<file path="src/rtl/clk_div_sched_pkg.sv">
`default_nettype none
// ============================================================================
//  Module      : clk_div_sched_pkg
//  Description : Shared types and constants for the divided-clock scheduler.
//  Revision    : 1.0 - initial release
// ============================================================================
package clk_div_sched_pkg;

    localparam int DEF_NCH   = 4;
    localparam int DEF_SEL_W = 3;
    localparam int CNT_W     = 2 ** DEF_SEL_W;

    typedef enum logic [1:0] {
        OFF  = 2'd0,
        RUN  = 2'd1,
        PEND = 2'd2
    } ch_state_e;

    // A channel produces a waveform in every state except OFF.
    function automatic logic is_live(input ch_state_e st);
        return (st != OFF);
    endfunction

endpackage
`default_nettype wire

</file>
<file path="src/rtl/clk_div_sched_ch.sv">
`default_nettype none
// ============================================================================
//  Module      : clk_div_sched_ch
//  Description : One divide channel: state machine, period counter and
//                registered phase/tick/pend outputs.
//  Revision    : 1.0 - initial release
// ============================================================================
module clk_div_sched_ch
    import clk_div_sched_pkg::*;
#(
    parameter int SEL_W = DEF_SEL_W
) (
    input  logic             clk,
    input  logic             reset,
    input  logic             i_acc,
    input  logic [SEL_W-1:0] i_sel,
    input  logic             i_on,
    output logic             o_phase,
    output logic             o_tick,
    output logic             o_pend
);

    localparam int C_CNT_W = 2 ** SEL_W;

    ch_state_e          r_state;
    ch_state_e          w_state_nxt;
    logic [C_CNT_W-1:0] r_cnt;
    logic [C_CNT_W-1:0] w_cnt_nxt;
    logic [C_CNT_W-1:0] w_cnt_run;
    logic [C_CNT_W-1:0] w_mask;
    logic [C_CNT_W-1:0] w_mask_nxt;
    logic [SEL_W-1:0]   r_sel;
    logic [SEL_W-1:0]   w_sel_nxt;
    logic [SEL_W-1:0]   r_stg_sel;
    logic [SEL_W-1:0]   w_stg_sel_nxt;
    logic               r_stg_on;
    logic               w_stg_on_nxt;
    logic               w_tick_now;
    logic               r_phase;
    logic               r_tick;
    logic               w_phase_nxt;
    logic               w_tick_nxt;

    // Low (sel+1) bits set: the counter bits that make up one period.
    function automatic logic [C_CNT_W-1:0] period_mask(input logic [SEL_W-1:0] sel);
        logic [C_CNT_W-1:0] m;
        for (int i = 0; i < C_CNT_W; i++) begin
            m[i] = (i <= int'(sel));
        end
        return m;
    endfunction

    always_ff @(posedge clk or posedge reset) begin
        if (reset) begin
            r_state   <= OFF;
            r_cnt     <= '0;
            r_sel     <= '0;
            r_stg_sel <= '0;
            r_stg_on  <= 1'b0;
            r_phase   <= 1'b0;
            r_tick    <= 1'b0;
        end else begin
            r_state   <= w_state_nxt;
            r_cnt     <= w_cnt_nxt;
            r_sel     <= w_sel_nxt;
            r_stg_sel <= w_stg_sel_nxt;
            r_stg_on  <= w_stg_on_nxt;
            r_phase   <= w_phase_nxt;
            r_tick    <= w_tick_nxt;
        end
    end

    always_comb begin
        w_state_nxt   = r_state;
        w_sel_nxt     = r_sel;
        w_stg_sel_nxt = r_stg_sel;
        w_stg_on_nxt  = r_stg_on;
        w_mask        = period_mask(r_sel);
        w_tick_now    = is_live(r_state) && ((r_cnt & w_mask) == w_mask);
        w_cnt_run     = w_tick_now ? '0 : (r_cnt + C_CNT_W'(1));
        w_cnt_nxt     = w_cnt_run;

        case (r_state)
            OFF: begin
                w_cnt_nxt = '0;
                if (i_acc && i_on) begin
                    w_sel_nxt   = i_sel;
                    w_state_nxt = RUN;
                end
            end
            RUN: begin
                // A write landing on the tick cycle waits for the next tick.
                if (i_acc) begin
                    w_stg_sel_nxt = i_sel;
                    w_stg_on_nxt  = i_on;
                    w_state_nxt   = PEND;
                end
            end
            PEND: begin
                if (w_tick_now) begin
                    w_cnt_nxt = '0;
                    if (r_stg_on) begin
                        w_sel_nxt   = r_stg_sel;
                        w_state_nxt = RUN;
                    end else begin
                        w_state_nxt = OFF;
                    end
                end
            end
            default: begin
                w_cnt_nxt   = '0;
                w_state_nxt = OFF;
            end
        endcase

        // Outputs are registered from the next-cycle counter view.
        w_mask_nxt  = period_mask(w_sel_nxt);
        w_phase_nxt = is_live(w_state_nxt) && w_cnt_nxt[w_sel_nxt];
        w_tick_nxt  = is_live(w_state_nxt) && ((w_cnt_nxt & w_mask_nxt) == w_mask_nxt);
    end

    assign o_phase = r_phase;
    assign o_tick  = r_tick;
    assign o_pend  = (r_state == PEND);

endmodule
`default_nettype wire

</file>
<file path="src/rtl/clk_div_sched.sv">
`default_nettype none
// ============================================================================
//  Module      : clk_div_sched
//  Description : NCH-channel programmable clock-divide scheduler with a
//                valid/ready config port. Optional macro
//                CLK_DIV_SCHED_AND_EN adds strobe output y = phase[0]&phase[1].
//  Revision    : 1.0 - initial release
// ============================================================================
module clk_div_sched
    import clk_div_sched_pkg::*;
#(
    parameter int NCH   = DEF_NCH,
    parameter int SEL_W = DEF_SEL_W,
    parameter int CH_W  = $clog2(NCH)
) (
    input  logic             clk,
    input  logic             reset,
    input  logic             cfg_valid,
    output logic             cfg_ready,
    input  logic [CH_W-1:0]  cfg_ch,
    input  logic [SEL_W-1:0] cfg_sel,
    input  logic             cfg_on,
    output logic [NCH-1:0]   phase,
    output logic [NCH-1:0]   tick,
    output logic [NCH-1:0]   pend
`ifdef CLK_DIV_SCHED_AND_EN
    ,
    output logic             y
`endif
);

    logic [NCH-1:0] w_acc;

    // A channel holding a staged config refuses further writes.
    always_comb begin
        cfg_ready = 1'b1;
        for (int i = 0; i < NCH; i++) begin
            if ((cfg_ch == CH_W'(i)) && pend[i]) begin
                cfg_ready = 1'b0;
            end
        end
    end

    for (genvar g = 0; g < NCH; g++) begin : g_ch
        assign w_acc[g] = cfg_valid && cfg_ready && (cfg_ch == CH_W'(g));

        clk_div_sched_ch #(
            .SEL_W (SEL_W)
        ) u_ch (
            .clk     (clk),
            .reset   (reset),
            .i_acc   (w_acc[g]),
            .i_sel   (cfg_sel),
            .i_on    (cfg_on),
            .o_phase (phase[g]),
            .o_tick  (tick[g]),
            .o_pend  (pend[g])
        );
    end

`ifdef CLK_DIV_SCHED_AND_EN
    logic r_y;

    always_ff @(posedge clk or posedge reset) begin
        if (reset) begin
            r_y <= 1'b0;
        end else begin
            r_y <= phase[0] & phase[1];
        end
    end

    assign y = r_y;
`endif

endmodule
`default_nettype wire

</file>
<file path="config.mk">
export PLATFORM = sky130hd
export DESIGN_NAME = clk_div_sched
export DESIGN_NICKNAME = d
export VERILOG_FILES = /design/src/rtl/clk_div_sched_pkg.sv /design/src/rtl/clk_div_sched_ch.sv /design/src/rtl/clk_div_sched.sv
export SDC_FILE = /design/constraint.sdc
export NUM_CORES = 1
export LEC_CHECK = 0
export CAP_MARGIN = 0
export CORE_MARGIN = 5
export CORE_UTILIZATION = 60
export CTS_CLUSTER_DIAMETER = 30
export DETAILED_ROUTE_END_ITERATION = 10
export GPL_ROUTABILITY_DRIVEN = 0
export PLACE_DENSITY = 0.79
export SETUP_SLACK_MARGIN = 0.4
export SYNTH_ARGS = -nofsm -noshare
export SYNTH_HDL_FRONTEND = slang
export SYNTH_SLANG_ARGS = --single-unit
</file>
<file path="constraint.sdc">
create_clock -name clk -period 3.5 [get_ports clk]
set_clock_uncertainty 0.2 [all_clocks]
set_input_delay 0.525 -clock clk [delete_from_list [all_inputs] [get_ports clk]]
set_output_delay 0.525 -clock clk [all_outputs]
set_load 0.05 [all_outputs]
</file>
---- Yosys cells after proc, flatten, opt, wreduce, memory -nomap -nowiden ----
Index checks and enable logic that the tools add are counted.
word-level totals
  output and inout port bits .............. 13
  word-level logic and storage cells ...... 221
  register bits ........................... 76
cells by class
  $add $sub $neg .......................... 4
  $lt $le $gt $ge ......................... 60
  bitwise logic cells ..................... 8
  multiplexer cells ....................... 60
  reductions and logical operators ........ 42
  eq/ne operators ......................... 19
operators with widths
  operator                                                                      count
  3-bit <= comparator, first input constant                                     32
  8-bit AND                                                                     8
  8-bit == test                                                                 8
  8-bit 2-to-1 mux                                                              8
  8-bit one-hot mux with 2 select lines                                         4
  2-bit by 3-bit <= comparator with 1-bit output, first input constant          16
  3-bit 2-to-1 mux                                                              12
  8-bit by 1-bit adder with 8-bit output, second input constant                 4
  1-bit logical AND                                                             25
  1-bit by 3-bit <= comparator with 1-bit output, first input constant          8
  2-bit 2-to-1 mux                                                              12
  2-bit one-hot mux with 3 select lines                                         4
  3-bit one-hot mux with 2 select lines                                         4
  3-bit by 4-bit less-than comparator with 1-bit output, second input constant  4
  2-bit nonzero test                                                            8
  1-bit binary-select mux with 3-bit select                                     4
  2-bit == test, second input constant                                          6
  1-bit 2-to-1 mux                                                              12
  2-bit by 1-bit == test with 1-bit output, second input constant               5
  2-bit zero test                                                               5
  2-bit AND reduction                                                           4

---- Logic depth before layout (Yosys ltp) ----
  depth after elaboration ................. 15
  mapped depth ............................ 12
  depth with buffers taken out ............ 11

---- Cells and area by module ----
A second synthesis with hierarchy kept.
unflattened totals
  cells, all modules ...................... 519
  area total of the unflattened synthesis .. 5,098.6 sq um
by module, submodules not included
  module            instances  area each (sq um)  cells an instance
  clk_div_sched_ch  4          1,258.7            128
  clk_div_sched     1          63.8               7

---- Worst setup path after synthesis ----
OpenSTA, ideal clock, no wires.
  kind .................................... reg-to-reg
  start ................................... register g_ch[0].u_ch.r_state[0]
  end ..................................... register g_ch[0].u_ch.r_tick
  cell stages (with the launch flop) ...... 11
  library setup time ...................... 0.111 ns
  data required time ...................... 3.189 ns
  path buffers ............................ 0
  arrival time ............................ 2.634 ns
  setup slack ............................. 0.554 ns
  period minus slack after synthesis ...... 2.946 ns
  cell sequence ........................... dfrtp_1 inv_1 ha_1 nor4b_2 nand2_1 nand2_1 a21oi_1 a311oi_4 o21ai_1 a211o_1 a2111oi_2
on the way
  longest elaborated chain between the ends .. 15
  elaborated cells on any way between the ends .. 34
  classes of those cells .................. order compare (7); eq/ne (3); mux (14); bitwise (1); reduce/logical (9)
ends and longest elaborated chain
  item                                                                    RTL line                 RTL
  start, declared                                                         clk_div_sched_ch.sv:25   ch_state_e r_state;
  start signal, assigned                                                  clk_div_sched_ch.sv:63   r_state <= w_state_nxt;
  2-bit == test (*)                                                       clk_div_sched_ch.sv:124  assign o_pend = (r_state == PEND);
  via g_ch[0].u_ch.o_pend                                                 clk_div_sched_ch.sv:20   output logic o_pend
  1-bit logical AND                                                       clk_div_sched.sv:38      if ((cfg_ch == CH_W'(i)) && pend[i]) begin
  1-bit 2-to-1 mux (4 in a row)                                           clk_div_sched.sv:38
  1-bit logical AND (2 in a row)                                          clk_div_sched.sv:45      assign w_acc[g] = cfg_valid && cfg_ready && (cfg_ch == CH_W'(g));
  1-bit logical AND                                                       clk_div_sched_ch.sv:86   if (i_acc && i_on) begin
  3-bit 2-to-1 mux                                                        clk_div_sched_ch.sv:86
  3-bit one-hot mux with 2 select lines                                   clk_div_sched_ch.sv:83   case (r_state)
  1-bit by 3-bit <= comparator with 1-bit output (tied with other cells)  clk_div_sched_ch.sv:48   m[i] = (i <= int'(sel));
  8-bit AND                                                               clk_div_sched_ch.sv:119  w_tick_nxt = is_live(w_state_nxt) && ((w_cnt_nxt & w_mask_nxt) == w_mask_nxt);
  8-bit == test                                                           clk_div_sched_ch.sv:119
  1-bit logical AND (*)                                                   clk_div_sched_ch.sv:119
  via g_ch[0].u_ch.w_tick_nxt                                             clk_div_sched_ch.sv:42   logic w_tick_nxt;
  end signal, assigned                                                    clk_div_sched_ch.sv:69   r_tick <= w_tick_nxt;
  end, declared                                                           clk_div_sched_ch.sv:40   logic r_tick;
The timed path passes the listed nets; every way through them passes the cells marked *.
A chain may end at the register's enable or synchronous reset.

---- Worst setup path after layout ----
  start ................................... register g_ch[3].u_ch.r_state[0]
  end ..................................... register g_ch[3].u_ch.r_phase
on the way
  longest elaborated chain between the ends .. 11
  elaborated cells on any way between the ends .. 24
  classes of those cells .................. eq/ne (2); mux (13); reduce/logical (9)
ends and longest elaborated chain
  item                                       RTL line                                         RTL
  start, declared                            clk_div_sched_ch.sv:25
  start signal, assigned                     clk_div_sched_ch.sv:63
  2-bit == test                              clk_div_sched_ch.sv:83, clk_div_sched_ch.sv:124
  1-bit logical AND                          clk_div_sched.sv:38
  1-bit 2-to-1 mux                           clk_div_sched.sv:38
  1-bit logical AND (2 in a row)             clk_div_sched.sv:45
  1-bit logical AND                          clk_div_sched_ch.sv:86
  3-bit 2-to-1 mux                           clk_div_sched_ch.sv:86
  3-bit one-hot mux with 2 select lines      clk_div_sched_ch.sv:83
  1-bit binary-select mux with 3-bit select  clk_div_sched_ch.sv:118                          w_phase_nxt = is_live(w_state_nxt) && w_cnt_nxt[w_sel_nxt];
  1-bit 2-to-1 mux (not written as such)     clk_div_sched_ch.sv:118
  1-bit logical AND (*)                      clk_div_sched_ch.sv:118
  via g_ch[3].u_ch.w_phase_nxt               clk_div_sched_ch.sv:41                           logic w_phase_nxt;
  end signal, assigned                       clk_div_sched_ch.sv:68                           r_phase <= w_phase_nxt;
  end, declared                              clk_div_sched_ch.sv:39                           logic r_phase;
The timed path passes the listed nets; every way through them passes the cells marked *. The select of a mux whose other input is x is not followed.

==> metrics.cfg <==
[route]
highest_layer = met4
route.detailed.drc = 0
met3_length_um = 562
routed_via_density = 6.267
post_drt_wl_per_cell_um = 17.68
drt_wl_total_um = 11630
met2_length_um = 5794
drt_pass1_iterations = 5
wl_met1_um = 4976
ant_nets = 0
route.vias.total = 4124
drt-initial-drc-count = 205

[sta]
fin_crit_ps = 2981
min_period_over_period = 0.8518
fin_tns_setup_ps = 0
holdWs_ps = 292.0
hold_violations = 0
rsz0062_at_grt = false
setup_violations = 0
max_freq_mhz = 335.4
slew_headroom = 0.5366
timing.final.max_slew_violations = 0
worstMarginPinSlew_ps = 687.8

[floorplan]
core_area_um2 = 7767
die_y_um = 99.37
start_util = 0.6169
io_pins = 22
design.die.area_um2 = 9874
row_count = 32
die_w_um = 99.37

[synthesis]
yosys_warnings = 0
synthFlopType = dfrtp_1
seq_area_frac_synth = 0.3969
async_reset_ff_frac = 1.000
synth_cell_types = 67
syn-instance-count = 508
synth-seq-cells = 76
synth_area_um2 = 4792
synth_nets = 537
syn_area_per_cell_um2 = 9.433
synth_edf_count = 0

[cts]
path_clk_slew_ps = 80
cts_htree_levels = 3
clkLatencyLatePin_ps = 350
cts_tree = built
cts_sinks = 76
clockBufferDepth = 2
numCtsBuffers = 9
cts_root_buffer = clkbuf_8

[global_routing]
grt_max_degree = 47
grt_pass1_wl_um = 18750
grt_usage = 0.2349
antenna_found_initial = 0
grt_pass1_vias = 3993
grt-ovfl-total = 0

[min_path]
hold_path_class = reg2reg
holdPathStages = 2

[outcome]
status = finished clean

[layout]
n_antenna_cell = 0
fin_area_um2 = 5517
nets = 581
area_delta_synth_final_pct = 15.12
layout_common_cells = dfrtp_1, nor2_1, nand2_1
layout_commonest_cell = dfrtp_1
final_layout_size_suffix_gt1_frac = 0.1817

[worst_setup_path]
worst-path-max-fanout = 7
reg2reg_depth = 9
critical_path_class = reg2reg
cp.required_ps = 3510
cp_data_arrival_time_ps = 2990
critPathCaptureType = flip-flop
start_kind = flip-flop

[power_and_ir_drop]
vdd_drop_max_mv = 0.3726
power_density_nw_per_um2 = 608.7
leakagePower_nw = 2.413

[job]
drv_cap = 0

[placed_design]
io_buffers = 21
dp_hpwl_um = 8138
dpl_cell_area_um2 = 5111

[final timing paths]
check / from / endpoint / slack [ps]
max in group asynchronous: reset / g_ch[0].u_ch.r_state[0]$_DFF_PP0_ / 2020
setup reg to reg: g_ch[3].u_ch.r_state[0]$_DFF_PP0_ / g_ch[3].u_ch.o_phase$_DFF_PP0_ / 520
hold reg to reg: g_ch[3].u_ch.r_stg_sel[1]$_DFFE_PP0P_ / g_ch[3].u_ch.r_stg_sel[1]$_DFFE_PP0P_ / 290
hold / removal: g_ch[3].u_ch.r_stg_sel[1]$_DFFE_PP0P_ / g_ch[3].u_ch.r_stg_sel[1]$_DFFE_PP0P_ / 290
setup / recovery: g_ch[3].u_ch.r_state[0]$_DFF_PP0_ / g_ch[3].u_ch.o_phase$_DFF_PP0_ / 520
min in group asynchronous: reset / g_ch[2].u_ch.r_cnt[3]$_DFF_PP0_ / 400
[area by class of cell]
type,count,area (um^2)
Inverter,38,142.6
Sequential cell,76,1906
Tap cell,102,127.6
Clock buffer,13,148.9
Multi-Input combinational cell,376,2706
Timing Repair Buffer,51,450.4
Fill cell,587,2251
Clock inverter,2,35.03
[flip-flops by register name, indices dropped and copies added (netlist names)]
signal	cells
g_ch.u_ch.o_phase	4
g_ch.u_ch.o_tick	4
g_ch.u_ch.r_cnt	32
g_ch.u_ch.r_sel	12
g_ch.u_ch.r_state	8
g_ch.u_ch.r_stg_on	4
g_ch.u_ch.r_stg_sel	12
[through the flow]
stage          power [mW]  utilization  instances  setup WS [ps]
5_1_grt             3.551       0.7102        658          364.0
3_3_place_gp        2.452       0.6580        626          126.8
4_1_cts             3.179       0.6870        644          342.9
2_1_floorplan       2.194            -        508          554.2
6_report            3.358       0.7102        658          518.6
3_5_place_dp        2.503       0.6580        626         -45.24
[cells in the mapped netlist (all sizes together) (6+ instances only)]
| cell | number | area share |
|---|---|---|
| mux2i | 14 | 0.029 |
| a211oi | 8 | 0.013 |
| o22ai | 6 | 0.0078 |
| nor2 | 50 | 0.039 |
| and2 | 7 | 0.0097 |
| xnor2 | 12 | 0.022 |
| nand2 | 43 | 0.034 |
| and3 | 10 | 0.014 |
| mux2 | 17 | 0.040 |
| a221oi | 7 | 0.014 |
| ha | 20 | 0.052 |
| dfrtp | 76 | 0.40 |
| nand3 | 20 | 0.021 |
| o21ai | 28 | 0.029 |
| buf | 13 | 0.021 |
| o211ai | 6 | 0.0094 |
| xor2 | 12 | 0.022 |
| a21oi | 21 | 0.023 |
| a2111oi | 7 | 0.018 |
| inv | 38 | 0.030 |
| a21o | 6 | 0.0094 |
[worst max-delay path, cell delays in order (launching register included)]
cell and delay (ps):
dfrtp_1 400, inv_1 80, ha_2 210, or2b_2 310, a2111oi_4 280, a21oi_2 150, a221o_2 450, buf_4 160
a2111oi_0 480, a2111oi_2 100
[kinds of logic (layout without fill, tap and decap cells)]
logic type | count (synthesis) | count (layout) | share of synthesized area
muxes | 32 | 32 | 0.07389
and+or+nand+nor | 164 | 164 | 0.1666
xor gates and xnor gates | 24 | 24 | 0.04386
buffers and inverters | 56 | 104 | 0.05614
AOI/OAI and AO/OA | 136 | 136 | 0.2104
adders and majority gates | 20 | 20 | 0.05222
DFF | 76 | 76 | 0.3969
[power breakdown]
part / total [mW] / switching [mW] / internal, mW
clock network: 0.657 / 0.312 / 0.345
registers: 1.23 / 0.184 / 1.05
logic: 1.47 / 0.830 / 0.639
[layer usage]
metal | up-vias | track usage
met5 | - | 0
met4 | 0 | 0.1134
met3 | 28 | 0.03506
met2 | 155 | 0.3900
met1 | 2011 | 0.3010
li1 | 1930 | -
[repair_timing]
action,4_1_cts,5_1_grt
hold buffers,0,0
pin swaps,2,9
buffers inserted,3,14
resized for setup,6,20
setup endpoints to repair,5,8
Power figures use the tool's default switching activity.
